<file path="config.mk">
export PLATFORM = sky130hd
export DESIGN_NAME = exu_lsu
export DESIGN_NICKNAME = d
export VERILOG_FILES = /design/src/rtl/exu_lsu_pkg.sv /design/src/rtl/lsu_align.sv /design/src/rtl/exu_lsu.sv
export SDC_FILE = /design/constraint.sdc
export NUM_CORES = 1
export LEC_CHECK = 0
export ABC_CLOCK_PERIOD_IN_PS = 2500
export BUFFER_PORTS_ARGS = -buffer_cell sky130_fd_sc_hd__buf_2
export CAP_MARGIN = 20
export CELL_PAD_IN_SITES_DETAIL_PLACEMENT = 2
export CELL_PAD_IN_SITES_GLOBAL_PLACEMENT = 2
export CORE_UTILIZATION = 31
export DETAILED_ROUTE_END_ITERATION = 8
export PLACE_DENSITY = 0.8
export SLEW_MARGIN = 20
export SYNTH_ARGS = -nofsm -noshare
export SYNTH_HDL_FRONTEND = slang
export SYNTH_SLANG_ARGS = --single-unit
export TNS_END_PERCENT = 10
</file>
<file path="constraint.sdc">
create_clock -name clk -period 2.5 [get_ports clk]
set_input_delay 0.375 -clock clk [delete_from_list [all_inputs] [get_ports clk]]
set_output_delay 0.375 -clock clk [all_outputs]
set_load 0.02 [all_outputs]
</file>
<file path="src/rtl/exu_lsu_pkg.sv">
// Shared constants for the load/store unit: ISA width, access size codes,
// completion error codes and the access sequencer state encoding.
package exu_lsu_pkg;

  localparam int ISA_WIDTH = 32;

  // Access size codes carried on req_size
  localparam logic [1:0] SIZE_BYTE   = 2'd0;
  localparam logic [1:0] SIZE_HALF   = 2'd1;
  localparam logic [1:0] SIZE_WORD   = 2'd2;
  localparam logic [1:0] SIZE_DOUBLE = 2'd3;

  // Completion error codes carried on resp_err
  localparam logic [1:0] ERR_OK       = 2'd0;
  localparam logic [1:0] ERR_MISALIGN = 2'd1;
  localparam logic [1:0] ERR_TIMEOUT  = 2'd2;
  localparam logic [1:0] ERR_SIZE     = 2'd3;

  // Access sequencer states
  typedef enum logic [1:0] {
    S_IDLE = 2'd0,
    S_BUS  = 2'd1,
    S_WAIT = 2'd2,
    S_RESP = 2'd3
  } lsu_state_t;

endpackage

</file>
<file path="src/rtl/lsu_align.sv">
// Combinational lane logic shared by the store and load paths: store data
// lane shift and byte strobes, access legality checks, and load data
// extraction with sign/zero extension.
module lsu_align
  import exu_lsu_pkg::*;
#(
  parameter int DATA_WIDTH = 32,
  parameter int OFFW       = $clog2(DATA_WIDTH / 8)
) (
  input  logic [1:0]              st_size,
  input  logic [OFFW-1:0]         st_offset,
  input  logic [DATA_WIDTH-1:0]   st_wdata,
  output logic [DATA_WIDTH-1:0]   st_data,
  output logic [DATA_WIDTH/8-1:0] st_strb,
  output logic                    misaligned,
  output logic                    illegal,
  input  logic [1:0]              ld_size,
  input  logic [OFFW-1:0]         ld_offset,
  input  logic                    ld_unsigned,
  input  logic [DATA_WIDTH-1:0]   ld_rdata,
  output logic [DATA_WIDTH-1:0]   ld_data
);

  localparam int NB = DATA_WIDTH / 8;

  logic [NB-1:0]         strb_base;
  logic [DATA_WIDTH-1:0] shifted;
  logic [DATA_WIDTH-1:0] mask;
  logic                  sign;

  // Store side: move data into its byte lanes and build the strobe mask
  always_comb begin
    st_data = st_wdata << {st_offset, 3'b000};
    case (st_size)
      SIZE_BYTE: strb_base = {NB{1'b1}} >> (NB - 1);
      SIZE_HALF: strb_base = {NB{1'b1}} >> (NB - 2);
      SIZE_WORD: strb_base = {NB{1'b1}} >> (NB - 4);
      default:   strb_base = {NB{1'b1}};
    endcase
    st_strb = strb_base << st_offset;
  end

  // Legality: double only exists on a 64-bit datapath; address must be size-aligned
  always_comb begin
    illegal = (st_size == SIZE_DOUBLE) && (DATA_WIDTH != 64);
    case (st_size)
      SIZE_BYTE: misaligned = 1'b0;
      SIZE_HALF: misaligned = st_offset[0];
      SIZE_WORD: misaligned = |st_offset[1:0];
      default:   misaligned = |st_offset;
    endcase
  end

  // Load side: bring the addressed bytes down to bit 0, keep the access width, extend
  always_comb begin
    shifted = ld_rdata >> {ld_offset, 3'b000};
    case (ld_size)
      SIZE_BYTE: begin
        mask = {DATA_WIDTH{1'b1}} >> (DATA_WIDTH - 8);
        sign = shifted[7];
      end
      SIZE_HALF: begin
        mask = {DATA_WIDTH{1'b1}} >> (DATA_WIDTH - 16);
        sign = shifted[15];
      end
      SIZE_WORD: begin
        mask = {DATA_WIDTH{1'b1}} >> (DATA_WIDTH - 32);
        sign = shifted[31];
      end
      default: begin
        mask = {DATA_WIDTH{1'b1}};
        sign = shifted[DATA_WIDTH-1];
      end
    endcase
    if (!ld_unsigned && sign) begin
      ld_data = (shifted & mask) | ~mask;
    end else begin
      ld_data = shifted & mask;
    end
  end

endmodule

</file>
<file path="src/rtl/exu_lsu.sv">
// Load/store unit: accepts one access at a time, rejects illegal or
// misaligned accesses without touching the bus, performs a single bus
// beat with a wait timeout, and returns an extended load result or a
// store acknowledge through a held response.
module exu_lsu
  import exu_lsu_pkg::*;
#(
  parameter int DATA_WIDTH = 32,
  parameter int ADDR_WIDTH = 32,
  parameter int TIMEOUT    = 255
) (
  input  logic                    clk,
  input  logic                    rst,
  input  logic                    req_valid,
  output logic                    req_ready,
  input  logic                    req_we,
  input  logic [1:0]              req_size,
  input  logic                    req_unsigned,
  input  logic [ADDR_WIDTH-1:0]   req_addr,
  input  logic [DATA_WIDTH-1:0]   req_wdata,
  output logic                    mem_valid,
  input  logic                    mem_ready,
  output logic                    mem_we,
  output logic [ADDR_WIDTH-1:0]   mem_addr,
  output logic [DATA_WIDTH-1:0]   mem_wdata,
  output logic [DATA_WIDTH/8-1:0] mem_wstrb,
  input  logic                    mem_rvalid,
  input  logic [DATA_WIDTH-1:0]   mem_rdata,
  output logic                    resp_valid,
  input  logic                    resp_ready,
  output logic [DATA_WIDTH-1:0]   resp_rdata,
  output logic [1:0]              resp_err
);

  localparam int NB   = DATA_WIDTH / 8;
  localparam int OFFW = $clog2(NB);
  localparam int CNTW = $clog2(TIMEOUT + 1);

  lsu_state_t state;
  lsu_state_t state_next;

  logic [CNTW-1:0]       cnt;
  logic [CNTW-1:0]       cnt_next;
  logic [1:0]            size_q;
  logic                  uns_q;
  logic [OFFW-1:0]       off_q;

  logic                  accept;
  logic                  timeout_hit;
  logic                  resp_load;
  logic [1:0]            resp_err_next;
  logic [DATA_WIDTH-1:0] resp_rdata_next;

  logic [DATA_WIDTH-1:0] st_data;
  logic [NB-1:0]         st_strb;
  logic                  misaligned;
  logic                  illegal;
  logic [DATA_WIDTH-1:0] ld_data;

  assign accept      = req_valid && req_ready;
  assign timeout_hit = (cnt == CNTW'(TIMEOUT - 1));

  lsu_align #(
    .DATA_WIDTH (DATA_WIDTH),
    .OFFW       (OFFW)
  ) u_align (
    .st_size     (req_size),
    .st_offset   (req_addr[OFFW-1:0]),
    .st_wdata    (req_wdata),
    .st_data     (st_data),
    .st_strb     (st_strb),
    .misaligned  (misaligned),
    .illegal     (illegal),
    .ld_size     (size_q),
    .ld_offset   (off_q),
    .ld_unsigned (uns_q),
    .ld_rdata    (mem_rdata),
    .ld_data     (ld_data)
  );

  // Next-state, wait counter and completion selection
  always_comb begin
    state_next      = state;
    cnt_next        = cnt;
    resp_load       = 1'b0;
    resp_err_next   = ERR_OK;
    resp_rdata_next = {DATA_WIDTH{1'b0}};
    case (state)
      S_IDLE: begin
        if (accept) begin
          if (illegal) begin
            state_next    = S_RESP;
            resp_load     = 1'b1;
            resp_err_next = ERR_SIZE;
          end else if (misaligned) begin
            state_next    = S_RESP;
            resp_load     = 1'b1;
            resp_err_next = ERR_MISALIGN;
          end else begin
            state_next = S_BUS;
            cnt_next   = {CNTW{1'b0}};
          end
        end else begin
          state_next = S_IDLE;
        end
      end
      S_BUS: begin
        cnt_next = cnt + CNTW'(1);
        if (mem_ready && mem_rvalid) begin
          state_next      = S_RESP;
          resp_load       = 1'b1;
          resp_rdata_next = mem_we ? {DATA_WIDTH{1'b0}} : ld_data;
        end else if (timeout_hit) begin
          state_next    = S_RESP;
          resp_load     = 1'b1;
          resp_err_next = ERR_TIMEOUT;
        end else if (mem_ready) begin
          state_next = S_WAIT;
        end else begin
          state_next = S_BUS;
        end
      end
      S_WAIT: begin
        cnt_next = cnt + CNTW'(1);
        if (mem_rvalid) begin
          state_next      = S_RESP;
          resp_load       = 1'b1;
          resp_rdata_next = mem_we ? {DATA_WIDTH{1'b0}} : ld_data;
        end else if (timeout_hit) begin
          state_next    = S_RESP;
          resp_load     = 1'b1;
          resp_err_next = ERR_TIMEOUT;
        end else begin
          state_next = S_WAIT;
        end
      end
      S_RESP: begin
        if (resp_ready) begin
          state_next = S_IDLE;
        end else begin
          state_next = S_RESP;
        end
      end
      default: begin
        state_next = S_IDLE;
      end
    endcase
  end

  // State register, counter and registered handshake outputs
  always_ff @(posedge clk or negedge rst) begin
    if (!rst) begin
      state      <= S_IDLE;
      cnt        <= {CNTW{1'b0}};
      req_ready  <= 1'b1;
      mem_valid  <= 1'b0;
      resp_valid <= 1'b0;
    end else begin
      state      <= state_next;
      cnt        <= cnt_next;
      req_ready  <= (state_next == S_IDLE);
      mem_valid  <= (state_next == S_BUS);
      resp_valid <= (state_next == S_RESP);
    end
  end

  // Capture the request and its lane-aligned bus image on acceptance
  always_ff @(posedge clk or negedge rst) begin
    if (!rst) begin
      size_q    <= SIZE_BYTE;
      uns_q     <= 1'b0;
      off_q     <= {OFFW{1'b0}};
      mem_we    <= 1'b0;
      mem_addr  <= {ADDR_WIDTH{1'b0}};
      mem_wdata <= {DATA_WIDTH{1'b0}};
      mem_wstrb <= {NB{1'b0}};
    end else if (accept) begin
      size_q    <= req_size;
      uns_q     <= req_unsigned;
      off_q     <= req_addr[OFFW-1:0];
      mem_we    <= req_we;
      mem_addr  <= {req_addr[ADDR_WIDTH-1:OFFW], {OFFW{1'b0}}};
      mem_wdata <= req_we ? st_data : {DATA_WIDTH{1'b0}};
      mem_wstrb <= req_we ? st_strb : {NB{1'b0}};
    end else begin
      size_q    <= size_q;
      uns_q     <= uns_q;
      off_q     <= off_q;
      mem_we    <= mem_we;
      mem_addr  <= mem_addr;
      mem_wdata <= mem_wdata;
      mem_wstrb <= mem_wstrb;
    end
  end

  // Completion data and error code, held while the response waits
  always_ff @(posedge clk or negedge rst) begin
    if (!rst) begin
      resp_rdata <= {DATA_WIDTH{1'b0}};
      resp_err   <= ERR_OK;
    end else if (resp_load) begin
      resp_rdata <= resp_rdata_next;
      resp_err   <= resp_err_next;
    end else begin
      resp_rdata <= resp_rdata;
      resp_err   <= resp_err;
    end
  end

endmodule

</file>
# ---- Word level (Yosys, flattened, before mapping)
# Cells that the tools add are included.
dict set report classes {
  add_sub_neg 1
  n_mul 0
  n_div 0
  n_lt_le_gt_ge 0
  n_eq_ne 12
  shift 3
  mux 39
  n_bitwise 3
  reduce_logical 12
}
# op n
set ops {}
lappend ops {{$mux W32} 5}
lappend ops {{$pmux W32 S2} 2}
lappend ops {{$and A32 B32 Y32} 1}
lappend ops {{$not A32 Y32} 1}
lappend ops {{$or A32 B32 Y32} 1}
lappend ops {{$shl A32 B5 Y32} 1}
lappend ops {{$shr A32 B5 Y32} 1}
lappend ops {{$mux W2} 12}
lappend ops {{$mux W8} 3}
lappend ops {{$pmux W8 S2} 1}
lappend ops {{$mux W1} 9}
lappend ops {{$add A8 B1 Y8 const B} 1}
lappend ops {{$eq A2 B1 Y1 const B} 4}
lappend ops {{$eq A2 B2 Y1 const B} 4}
lappend ops {{$eq A8 B8 Y1 const B} 1}
lappend ops {{$logic_not A2 Y1} 4}
lappend ops {{$pmux W2 S4} 1}
lappend ops {{$pmux W4 S2} 1}
lappend ops {{$ne A2 B2 Y1 const B} 3}
lappend ops {{$pmux W2 S3} 1}
lappend ops {{$mux W4} 1}
lappend ops {{$pmux W1 S2} 2}
lappend ops {{$reduce_and A4 Y1} 1}
lappend ops {{$reduce_or A2 Y1} 2}
lappend ops {{5 further kinds} 7}
dict set report word_totals {
  ff_bits 119
  latchBits 0
  ramBits 0
  mem_bits_ro 0
  output_inout_bits 106
  memories 0
}

# ---- Depth between registers and ports, before layout
dict set report depth {
  ltp_word 8
  mapped_depth 8
  ltp_nobuf 6
}

# ---- Hierarchy
# Synthesis repeated with hierarchy kept, for this count alone.
dict set report hier_totals {
  hier_cells 741
  hier_area_um2 6454.9
}
# mod instances cells_each area_per_inst_um2 seq_area_each_um2
set modules_own_cells {}
lappend modules_own_cells {exu_lsu 1 544 5143.7 2979.1}
lappend modules_own_cells {lsu_align 1 197 1311.3 0.0}

# ---- Least setup slack after synthesis
# Ideal clock, no wire load.
dict set report synth_timing {
  kind {reg-to-reg}
  startpoint {reg state[0]}
  endpoint {reg resp_rdata[24]}
  setup_ps 65
  arrival_ps 1935
  required_time_ps 2435
  slack_ps 500
  path_stages_with_launch 9
  path_cell_list {dfrtp_1 inv_1 ha_1 buf_6 nand4bb_4 or2_4 buf_6 nor4b_4 a221o_2}
}
dict set report synth_via {
  elab_chain_cells 2
  word_cells_on_any_way 5
  classes_between {2 x eq/ne; 2 x mux; 1 x reduce/logical}
}
# item line
set synth_rtl {}
lappend synth_rtl {{start: declaration} exu_lsu.sv:39} ;# lsu_state_t state;
lappend synth_rtl {{start signal: assignment} exu_lsu.sv:159} ;# state <= state_next;
lappend synth_rtl {{$eq A2 B2 Y1 (tied with other cells)} exu_lsu.sv:88} ;# case (state)
lappend synth_rtl {{$pmux W1 S3 / $pmux W32 S2 (equally long branches)} exu_lsu.sv:88}
lappend synth_rtl {{end signal: assignment} exu_lsu.sv:199} ;# resp_rdata <= {DATA_WIDTH{1'b0}};
lappend synth_rtl {{end signal: assignment} exu_lsu.sv:202} ;# resp_rdata <= resp_rdata_next;
lappend synth_rtl {{end signal: assignment} exu_lsu.sv:205} ;# resp_rdata <= resp_rdata;
lappend synth_rtl {{end: declaration} exu_lsu.sv:31} ;# output logic [DATA_WIDTH-1:0] resp_rdata,
# Several ways; a longest one is shown, not always the timed one.
# A chain may end at the register's enable or synchronous reset.

# ---- Final worst setup path
# Ends and elaborated chain as after synthesis.

==> results.md <==
| Group | Result | Reported |
|---|---|---|
| status | Run status | complete, no violations |
| placement | Final estimated routing congestion in global placement | 0.810 |
| global routing | First-pass GRT wire length | 32,500 µm |
| synth | Flip-flop cell with the highest count after synthesis | dfrtp_1 |
| global routing | GR Overflow Total | 0 |
| floorplan | DIE WIDTH | 140 µm |
| global routing | Total routing usage reported by global routing | 21.7% |
| placement | Count of input and output buffers | 209 |
| power | Total Power | 10,100 µW |
| setup path | Data arrival, critical path | 2.69 ns |
| floorplan | Core Rows | 49 |
| final layout | Most frequent standard cell in the layout excluding fill and tap cells | buf_2 |
| synth | Avg Inst Size Synth | 12.0 µm² |
| sta | Peak Freq | 428 MHz |
| setup path | Critical path data required time | 2.85 ns |
| sta | Total negative setup slack | 0 ns |
| floorplan | Top-level port count | 212 |
| clock tree | H-tree depth reported by CTS | 4 |
| routing | Detailed-routing iteration count for the pre-antenna-repair pass | 4 |
| min path | Tightest Hold Check Type | in2reg |
| sta | Final Hold Vio Count | 0 |
| setup path | Worst setup path class | reg2reg |
| floorplan | Height of the die | 140 µm |
| routing | Total routed wirelength | 20,600 µm |
| routing | Wire length per cell after detailed routing | 21.8 µm |
| setup path | Startpoint type of the worst setup path | flip-flop |
| setup path | Cells traversed along the worst timing path | inv_1, ha_1, nand4bb_4, or2_4, a2111oi_4, buf_4, a221o_2 |
| sta | Slew @ Worst Pin | 0.763 ns |
| global routing | Number of antenna violations at the first check in global routing | 2 |
| final layout | Layout cell share with drive strength beyond 1 | 45.8% |
| routing | DRC violations left | 0 |
| min path | Worst Hold Depth | 2 |
| final layout | Final net count | 814 |
| synth | Number of distinct library cells after synthesis | 61 |
| sta | Final setup viols | 0 |
| clock tree | Number of sinks handled by clock tree synthesis | 119 |
| sta | Setup slack of the critical path after layout | 0.161 ns |
| floorplan | Area of the core | 18,300 µm² |
| setup path | Worst reg-to-reg path cell count | 7 |
| clock tree | Post-CTS clock slew at the launch and capture registers of the worst setup and hold paths | 0.06 ns |
| synth | Number of synthesized flops with an enable pin | 0 |
| synth | Post-synthesis instance area | 5880 µm² |
| synth | Async set-reset flop share out of synthesis | 100% |
| placement | Post-Place Setup Slack | 0.169 ns |
| clock tree | Latest clock arrival within the worst-skew pair | 0.42 ns |
| floorplan | Die Area | 19,500 µm² |
| power | Peak ir drop on the vdd network | 0.000591 V |
| clock tree | Resize count post-CTS | 0 |
| setup path | Capturing element type of the critical path | flip-flop |
| routing | Number of DRC markers after the initial detailed-route iteration | 214 |
| final layout | Leading cell types in the layout, fill and taps excluded | buf_2, dfrtp_1, mux2_2 |
| setup path | Worst stage delay on the critical path | 0.55 ns |
| sta | RSZ-0062 raised after global routing | false |
| sta | Setup skew after layout | 0.00905 ns |
| setup path | Critical Path Slowest Stage Cell | ha_1 |
| flow run | Number of max-cap violations | 0 |
| routing | Number of vias after detailed routing | 5,091 |
| placement | Half-perimeter wire length of the detailed placement result | 15,200 µm |
| clock tree | CTS Root Cell | clkbuf_16 |
| clock tree | Number of buffers inserted during clock tree synthesis | 17 |
| synth | Number of synthesized register bits | 119 |
| synth | Seq/Total Area, Yosys | 50.7% |
| power | Ratio of total power to cell area | 1300 nW/µm² |
| setup path | Critical path fanouts, max | 12 |
| floorplan | Starting density of the core | 32.2% |
| routing | Routed via count divided by cell count | 5.39 |
| sta | Normalized max-slew margin | 48.8% |
| sta | Number of pins with negative max-slew slack in the final report | 0 |
| sta | Worst hold slack | 0.187 ns |
| routing | Post-route ant nets | 0 |
| synth | YS warnings | 0 |
| clock tree | TritonCTS clock tree | built |
| final layout | Area added between synthesis and finish | 31.7% |
| global routing | Pin count of the biggest net entering global routing | 57 |
| global routing | Number of global-route vias before repair | 5,756 |
| sta | Share of the clock period used by the worst path | 93.5% |
| synth | Synthesized instance count | 490 |
| clock tree | Number of buffers on the longest clock path | 2 |
| power | Leakage Power | 0.00390 µW |
| sta | Minimum period implied by the final worst setup slack | 2.34 ns |
power by group:
| group | switching (µW) | total, µW | internal [µW] |
|---|---|---|---|
| clock | 997 | 2380 | 1390 |
| sequential | 646 | 3370 | 2720 |
| combinational | 2610 | 4330 | 1720 |
| total | 4250 | 10100 | 5830 |
final timing paths:
kind	startpoint	endpoint	slack [ns]
setup / recovery	state[0]$_DFF_PN0_	resp_rdata[24]$_DFFE_PN0P_	0.16
hold / removal	req_addr[15]	mem_addr[15]$_DFFE_PN0P_	0.19
setup reg to reg	state[0]$_DFF_PN0_	resp_rdata[24]$_DFFE_PN0P_	0.16
hold reg to reg	mem_wstrb[3]$_DFFE_PN0P_	mem_wstrb[3]$_DFFE_PN0P_	0.48
max in group asynchronous	rst	resp_rdata[28]$_DFFE_PN0P_	1.25
min in group asynchronous	rst	cnt[1]$_DFFE_PN0P_	0.50
cells by family (layout without fill, tap and decap cells):
family / after synthesis / after routing / share of synthesized area, %
buffers and inverters: 41 / 264 / 3.73
muxes: 77 / 77 / 14.3
xor gates and xnor gates: 1 / 1 / 0.149
other: 1 / 3 / 0.0638
adders and majority gates: 7 / 7 / 1.49
DFF: 119 / 119 / 50.7
AOI/OAI and AO/OA: 132 / 132 / 19.3
and+or+nand+nor: 112 / 112 / 10.3
layer usage:
metal | global-route usage [%] | part of all wire [%] | routed length, µm
met2 | 38.0 | 52 | 10600
met3 | 6.02 | 6.1 | 1250
met4 | 10.0 | 2.8 | 575
met5 | 0 | 0.063 | 13
met1 | 24.5 | 40 | 8140
synth_stat cells, types with 8 or more instances:
library cell / count / share of area (%)
nor2_1: 25 / 1.6
mux2i_1: 31 / 5.3
a22o_1: 18 / 2.7
nor2b_1: 11 / 1.2
mux2_2: 44 / 8.4
a21oi_1: 8 / 0.68
nand2_1: 36 / 2.3
a32o_1: 9 / 1.5
a221o_2: 8 / 1.5
clkbuf_1: 13 / 0.83
a211o_1: 18 / 2.7
o21ai_0: 28 / 2.4
dfrtp_1: 118 / 50
nand3_1: 8 / 0.68
a221o_1: 8 / 1.4
critical path, delay by kind of cell, from the launching register on:
family	cells	cell delay, ns
flops	1	0.41
buf+inv	2	0.34
fa+ha+maj	1	0.55
compound gates	2	0.48
simple gates	2	0.50
flip-flops by register name (all words and copies together), names as in the netlist, 2 cells and up:
| signal | flops |
|---|---|
| state | 2 |
| mem_wdata | 32 |
| resp_err | 2 |
| mem_addr | 30 |
| cnt | 8 |
| resp_rdata | 32 |
| size_q | 2 |
| off_q | 2 |
| mem_wstrb | 4 |
stage by stage:
stage	instance area, µm²	instances	util (%)
3_3_place_gp	7150	909	39.1
3_5_place_dp	7150	909	39.1
5_1_grt	7740	944	42.4
2_1_floorplan	5880	491	-
6_report	7740	944	42.4
4_1_cts	7730	942	42.3
cell type report:
class	instances	area, µm²
fillers	1952	10500
flip-flops and latches	119	2980
clock buffers	17	425
well taps	229	287
diodes	1	2.50
repair buffers	225	1200
multi-input cells	331	2680
inverters	7	26.3
clock inverters	15	143
repair_timing:
action,in CTS,in global routing
hold endpoints to repair,39,0
hold buffers,1,0
buffers inserted,0,1
setup endpoints to repair,0,8
(Power assumes the default switching activity.)
